File: src/rtl/cart_mapper_pkg.sv
// cart_mapper_pkg: FSM state type and default constants shared by the mapper files
package cart_mapper_pkg;
  typedef enum logic [1:0] {ST_SEQ, ST_STREAM, ST_OPEN} state_t;
  localparam logic [15:0] DEF_UNLOCK_SEQ = {8'hA5, 8'h5A};
  localparam logic [17:0] DEF_SO_PATTERN = 18'h0A280;
  localparam logic [7:0] DEF_BANK_BASE = 8'hC0;
  localparam logic [7:0] DEF_RELOCK_ADDR = 8'hFF;
endpackage

File: src/rtl/cart_mapper_serializer.sv
// cart_mapper_serializer: loads the pattern, shifts it out LSB first with 1-fill, flags the last bit
module cart_mapper_serializer #(
  parameter logic [63:0] PATTERN = '0,
  parameter int LEN = 18
) (
  input  logic CLK,
  input  logic RST,
  input  logic load,
  input  logic run,
  output logic so,
  output logic done
);
  localparam int CW = $clog2(LEN + 1);
  logic [LEN-1:0] sr;
  logic [CW-1:0] cnt;
  assign so = sr[0];
  assign done = run && cnt == CW'(LEN - 1);
  always_ff @(posedge CLK) begin
    if (RST) begin
      sr <= '1;
      cnt <= '0;
    end else if (load) begin
      sr <= PATTERN[LEN-1:0];
      cnt <= '0;
    end else if (run) begin
      sr <= (sr >> 1) | (LEN'(1) << (LEN - 1));
      cnt <= done ? '0 : cnt + CW'(1);
    end
  end
endmodule

File: src/rtl/cart_mapper.sv
// cart_mapper: address-sequence unlock, serial preamble, then a small bank register file
module cart_mapper
  import cart_mapper_pkg::*;
#(
  parameter int ADDR_W = 8,
  parameter int DATA_W = 8,
  parameter int NUM_BANKS = 4,
  parameter logic [ADDR_W-1:0] BANK_BASE = ADDR_W'(DEF_BANK_BASE),
  parameter logic [8*ADDR_W-1:0] UNLOCK_SEQ = (8*ADDR_W)'(DEF_UNLOCK_SEQ),
  parameter int UNLOCK_LEN = 2,
  parameter logic [63:0] SO_PATTERN = 64'(DEF_SO_PATTERN),
  parameter int SO_LEN = 18,
  parameter bit STRICT = 1'b0,
  parameter logic [ADDR_W-1:0] RELOCK_ADDR = ADDR_W'(DEF_RELOCK_ADDR)
) (
  input  logic                        CLK,
  input  logic                        RST,
  input  logic                        CEn,
  input  logic                        SSn,
  input  logic                        OEn,
  input  logic                        WEn,
  input  logic [ADDR_W-1:0]           ADDR,
  input  logic [DATA_W-1:0]           DQ_I,
  output logic [DATA_W-1:0]           DQ_O,
  output logic                        DQ_OE,
  output logic                        SO,
  output logic                        SO_OE,
  output logic                        UNLOCKED,
  output logic [NUM_BANKS*DATA_W-1:0] BANKS
);
  localparam int IW = $clog2(NUM_BANKS);
  state_t state, state_n;
  logic [2:0] k, k_n;
  logic [DATA_W-1:0] bank [NUM_BANKS];
  logic [ADDR_W:0] off;
  logic sel, in_rng, strobe, rd, wr, open, stream, hit, last, load, done, relock, so_raw;
  assign sel = ~(CEn & SSn);
  assign off = {1'b0, ADDR} - {1'b0, BANK_BASE};
  assign in_rng = off < (ADDR_W+1)'(NUM_BANKS);
  assign strobe = sel & OEn & ~WEn;
  assign rd = sel & in_rng & ~OEn & WEn;
  assign wr = strobe & in_rng;
  assign open = state == ST_OPEN;
  assign stream = state == ST_STREAM;
  assign hit = state == ST_SEQ && ADDR == UNLOCK_SEQ[int'(k)*ADDR_W +: ADDR_W];
  assign last = k == 3'(UNLOCK_LEN - 1);
  assign load = hit & last;
  // a bank write at the relock address wins over relocking
  assign relock = open & strobe & ADDR == RELOCK_ADDR & ~in_rng;
  always_comb begin
    state_n = state == ST_SEQ ? (load ? ST_STREAM : ST_SEQ)
            : state == ST_STREAM ? (done ? ST_OPEN : ST_STREAM)
            : (relock ? ST_SEQ : ST_OPEN);
    k_n = state != ST_SEQ || load ? 3'd0
        : hit ? k + 3'd1
        : ADDR == UNLOCK_SEQ[ADDR_W-1:0] ? 3'd1
        : STRICT ? 3'd0 : k;
  end
  always_ff @(posedge CLK) begin
    if (RST) begin
      state <= ST_SEQ;
      k <= '0;
    end else begin
      state <= state_n;
      k <= k_n;
    end
  end
  always_ff @(posedge CLK) begin
    if (RST) begin
      for (int i = 0; i < NUM_BANKS; i++) bank[i] <= '1;
    end else if (open && wr) begin
      bank[off[IW-1:0]] <= DQ_I;
    end
  end
  for (genvar i = 0; i < NUM_BANKS; i++) begin : g_bank
    assign BANKS[i*DATA_W +: DATA_W] = bank[i];
  end
  cart_mapper_serializer #(.PATTERN(SO_PATTERN), .LEN(SO_LEN)) u_ser (
    .CLK(CLK), .RST(RST), .load(load), .run(stream), .so(so_raw), .done(done)
  );
  assign DQ_OE = ~RST & open & rd;
  assign DQ_O = DQ_OE ? bank[off[IW-1:0]] : '0;
  assign UNLOCKED = ~RST & open;
  assign SO_OE = ~RST;
  assign SO = RST | so_raw;
endmodule

File: config.mk
export PLATFORM = sky130hd
export DESIGN_NAME = cart_mapper
export DESIGN_NICKNAME = d
export VERILOG_FILES = /design/src/rtl/cart_mapper_pkg.sv /design/src/rtl/cart_mapper_serializer.sv /design/src/rtl/cart_mapper.sv
export SDC_FILE = /design/constraint.sdc
export NUM_CORES = 1
export LEC_CHECK = 0
export CORE_MARGIN = 2
export CORE_UTILIZATION = 44
export CTS_BUF_LIST = sky130_fd_sc_hd__clkbuf_2
export DETAILED_ROUTE_END_ITERATION = 10
export GPL_ROUTABILITY_DRIVEN = 0
export PLACE_DENSITY = 0.72
export SLEW_MARGIN = 20
export SYNTH_ARGS = -nofsm -noshare
export SYNTH_HDL_FRONTEND = slang
export SYNTH_SLANG_ARGS = --single-unit
File: constraint.sdc
create_clock -name CLK -period 3.1 [get_ports CLK]
set_input_delay 0.31 -clock CLK [delete_from_list [all_inputs] [get_ports CLK]]
set_output_delay 0.31 -clock CLK [all_outputs]
set_load 0.005 [all_outputs]
-- Yosys cells after proc, flatten, opt, wreduce, memory -nomap -nowiden
Memories as Yosys holds them, arrays and structs flattened.
Cells that the tools add are included.
- add/sub/neg operators: 3
- $lt $le $gt $ge: 1
- eq/ne operators: 7
- shift operators: 1
- mux-type cells: 19
- bitwise operators: 19
- reductions and logical operators: 11
- operators by type and width (kind ; count):
    variable part select 64 x 7 -> 8 bit (first input constant) ; 1
    two-way mux 18 bit ; 2
    two-way mux 8 bit ; 2
    bitwise AND 1 bit ; 13
    two-way mux 2 bit ; 5
    < comparator 9 x 3 -> 1 bit (second input constant) ; 1
    subtractor 8 x 8 -> 9 bit (second input constant) ; 1
    equality test 8 x 7 -> 1 bit (second input constant) ; 1
    equality test 8 bit ; 1
    equality test 8 bit (second input constant) ; 1
    OR reduction 8 bit ; 1
    two-way mux 1 bit ; 7
    two-way mux 3 bit ; 2
    nonzero test 2 bit ; 3
    adder 5 x 1 -> 5 bit (second input constant) ; 1
    equality test 5 bit (second input constant) ; 1
    two-way mux 5 bit ; 1
    inverter 1 bit ; 5
    OR reduction 2 bit ; 2
    adder 3 x 1 -> 3 bit (second input constant) ; 1
    equality test 3 x 1 -> 1 bit (second input constant) ; 1
    logical AND 1 bit ; 3
    equality test 2 x 1 -> 1 bit (second input constant) ; 1
    equality test 2 bit (second input constant) ; 1
    3 further kinds ; 3
- register bits: 28
- memory bits (writable): 32
- logic and storage cells: 67
- memories: 1
- memory list (memory ; words ; width ; read ports ; clocked after memory_dff ; wr ports ; RTL line ; RTL):
    bank ; 4 ; 8 ; 5 ; 0 ; 4 ; cart_mapper.sv:34 ; logic [DATA_W-1:0] bank [NUM_BANKS];

-- Longest topological paths before layout
- word-level depth: 11
- mapped depth: 8
- gate-level depth less buffers: 7

-- Cells and area by module
From an unflattened synthesis, not the netlist that was laid out.
- cell total of the unflattened synthesis: 239
- area total of the unflattened synthesis: 2930.3 sq um
- modules (own cells, without submodules) (module ; instances ; cells an instance ; area an instance (sq um) ; seq. area each (sq um)):
    cart_mapper ; 1 ; 151 ; 1990.7 ; 1061.0
    cart_mapper_serializer ; 1 ; 88 ; 939.7 ; 460.4

-- Worst setup path before layout
Ideal clock, no wire load.
- kind: in2reg
- from: input port ADDR[1]
- to: memory bank[2][0] (enable)
- setup time: 0.398 ns
- arrival time: 1.815 ns
- required time: 2.702 ns
- setup slack: 0.887 ns
- stages on the path: 3
- path buffers: 1
- cell sequence: clkbuf_1 inv_1 o41ai_1
- RTL lines (element ; RTL line ; RTL):
    from (decl) ; cart_mapper.sv:22 ; input logic [ADDR_W-1:0] ADDR,
    to (decl) ; cart_mapper.sv:34 ;

-- Final worst setup path
- from: input port ADDR[2]
- to: output port DQ_O[1]
- word-level cells in the longest chain between the ends: 7
- RTL lines (element ; RTL line ; RTL):
    subtractor 8 x 8 -> 9 bit ; cart_mapper.sv:38 ; assign off = {1'b0, ADDR} - {1'b0, BANK_BASE};
    < comparator 9 x 3 -> 1 bit ; cart_mapper.sv:39 ; assign in_rng = off < (ADDR_W+1)'(NUM_BANKS);
    bitwise AND 1 bit (3 in series) ; cart_mapper.sv:41 ; assign rd = sel & in_rng & ~OEn & WEn;
    bitwise AND 1 bit ; cart_mapper.sv:81 ; assign DQ_OE = ~RST & open & rd;
    two-way mux 8 bit ; cart_mapper.sv:82 ; assign DQ_O = DQ_OE ? bank[off[IW-1:0]] : '0;
    to (decl) ; cart_mapper.sv:24 ; output logic [DATA_W-1:0] DQ_O,
No other way between the ends.

==> flow_metrics.tcl <==
set metrics [dict create \
    power_density_nw_per_um2 351.2 \
    fin_crit_ns 2.850 \
    synth_edf_count 32 \
    design.die.area_um2 6944 \
    crit_path_max_fanout 9 \
    finalNonFillerCells 381 \
    power.total_mw 1.275 \
    overflow 0 \
    arrival_ns 2.54 \
    initial_core_util_pct 46.22 \
    r2r-end "bank[1][1]" \
    cts.clk_slew.worst_paths_ns 0.15 \
    grtUsageMet1_pct 25.19 \
    final_area_um2 3632 \
    post-route-period-util_pct 91.94 \
    grt-busiest-layer "met2" \
    postSynthCellCount 226 \
    ys_seq_area_share_pct 54.95 \
    comb_power_share_pct 6.7 \
    die_w_um 83.33 \
    p_seq_share_pct 65.4 \
    crit_end "DQ_O[1]" \
    ant_nets 0 \
    r2r_start "state[1]" \
    final_core_util_pct 60.63 \
    synth_top_area_share_pct 34.70 \
    cp-start-kind "primary input" \
    vias 2038 \
    yosys_most_used_dff "edfxtp_1" \
    root_buffer "clkbuf_2" \
    r2r_setup_slack_ns 0.70 \
    routed_wl_um 6101 \
    switching_power_mw 0.3039 \
    viasPerCell 5.349 \
    area_growth_pct 31.18 \
    ctsResizeCount 0 \
    max-cap-violations 0 \
    layout_common_cells "clkdlybuf4s50_1, edfxtp_1, dfxtp_1, nand2b_1, or2_1" \
    grt_use_met2_pct 27.20 \
    fmax_ghz 0.3509 \
    worst_pin_slew_ns 0.5228 \
    drc 0 \
    ir_drop_v 0.0002033 \
    required_ns 2.79 \
    num_rows 28 \
    grt_pass1_vias 1916 \
    p_leak_nw 1.176 \
    critPathKind "primary input to output pin" \
    rsz0062_at_grt "false" \
    synth.distinct_cells 44 \
    fillers 494 \
    fin_nets 329 \
    outcome "completed" \
    synth.area.top_cells "edfxtp_1, dfxtp_1, mux4_2" \
    gr-usage-all-layers_pct 18.27 \
    hp-class "flop to flop" \
    coreArea_um2 5991 \
    n_antenna_cell 0 \
    synthArstFlopShare_pct 0 \
    drt_first_pass_iters 4 \
    synthesis.area_um2 2769 \
    place_area_um2 3557 \
    fin_tns_setup_ns 0 \
    internal-power_mw 0.9716 \
    synth_top_area_cell "edfxtp_1" \
    cts_max_level 3 \
    io_pins 66 \
    clkLatencyLatePin_ns 0.47 \
    clkPwrFrac_pct 27.9 \
    cts_num_sinks 60 \
    dp.final_hpwl_um 4388 \
    layout_commonest_cell "clkdlybuf4s50_1" \
    synth-seq-cells 60 \
    cts_buffer_depth 2 \
    setup_violations 0 \
    synth_nets 253 \
    startpoint "ADDR[2]" \
    grtUsageMet3_pct 4.374 \
    cts_buffers 9 \
    min_path_cells 1 \
    dp_cells 366 \
    hold_buffers 0 \
    grt_max_degree 23 \
    p_sw_share_pct 23.83 \
    slew_headroom_pct 64.15 \
    antenna_found_initial 0 \
    regArea_um2 1521 \
    syn_avg_cell_area_um2 12.25 \
    cts_tree "yes" \
    die_h_um 83.33 \
    finalMaxSlewViolations 0 \
    drtIter0Drc 163 \
    grt_pass1_wl_um 9818 \
    finalHoldViolCount 0 \
    cp-end-kind "output pin" \
    yosys_warnings 0 \
    r2r_cells 6 \
    drive_gt1_share_pct 14.71 \
    cts_setup_buffers 0 \
    clock_skew_ns 0.01690 \
    multi_input_area_um2 1194 \
    wl_per_cell_um 16.01 \
    port-buffer-count 65 \
]
layout make-up:
class                      instances  share of cell area, %
clock buffer                      10                  1.378
clock inverter                     5                 0.5856
inverter                           9                 0.9301
multi-input combinational        148                  32.86
sequential                        60                  41.89
tap                               75                  2.584
timing repair buffer              74                  19.77
synth_stat cells (5+ instances only):
library cell / number
nand2_1: 13
nand3_1: 5
or2_1: 16
a221o_1: 13
ha_1: 5
a21oi_1: 5
dfxtp_1: 28
inv_1: 9
nor2b_1: 10
mux4_2: 8
nand2b_1: 21
edfxtp_1: 32
nor2_1: 9
clkbuf_1: 5
critical path, cell delays in order:
cell and delay (ns):
clkdlybuf4s50_1 0.43, nor4_1 0.31, nand3_1 0.15, or4_4 0.59, nor2b_1 0.21, clkdlybuf4s50_1 0.53
state kept, by name, summed over array words and instances (netlist names):
| name | cells |
|---|---|
| state | 2 |
| bank | 32 |
| k | 3 |
| u_ser.sr | 18 |
| u_ser.cnt | 5 |
per-layer routing:
metal,wire length (µm),vias to the layer above
met5,0,-
met4,102,0
met3,356,10
met2,2788,57
met1,2853,975
li1,-,996
logic make-up after synthesis:
group / Yosys count / share of synthesized area [%]
AND/OR/NAND/NOR: 99 / 21.96
flip-flops: 60 / 54.95
AO/OA/AOI/OAI: 32 / 10.30
buffers and inverters: 18 / 2.621
multiplexers: 11 / 7.591
adder cells (fa/ha/maj): 5 / 2.259
XOR/XNOR: 1 / 0.3164
per-stage QoR:
step           worst slack (ns)  hold slack, ns
6_report                 0.2499          0.4783
3_5_place_dp             0.1185          0.4566
2_1_floorplan            0.8868          0.4367
4_1_cts                 0.08997          0.4815
5_1_grt                  0.1306          0.4978
3_3_place_gp             0.1483          0.4491
power by group through the flow:
stage	clock, mW	sequential [mW]	combinational (mW)
floorplan	0	0.852	0.0321
global placement	0	0.851	0.0852
detailed placement	0	0.851	0.0857
CTS	0.364	0.834	0.0864
global route	0.398	0.834	0.0916
finish	0.356	0.834	0.0856
worst min path at each step:
stage	startpoint	endpoint	slack [ns]
floorplan	u_ser.sr[17]	u_ser.sr[17]	0.44
global placement	u_ser.sr[17]	u_ser.sr[17]	0.45
detailed placement	u_ser.sr[8]	u_ser.sr[7]	0.46
CTS	u_ser.sr[14]	u_ser.sr[13]	0.48
global route	u_ser.sr[9]	u_ser.sr[8]	0.50
finish	u_ser.sr[9]	u_ser.sr[8]	0.48
No activity file was read; power rests on OpenSTA's default activity.
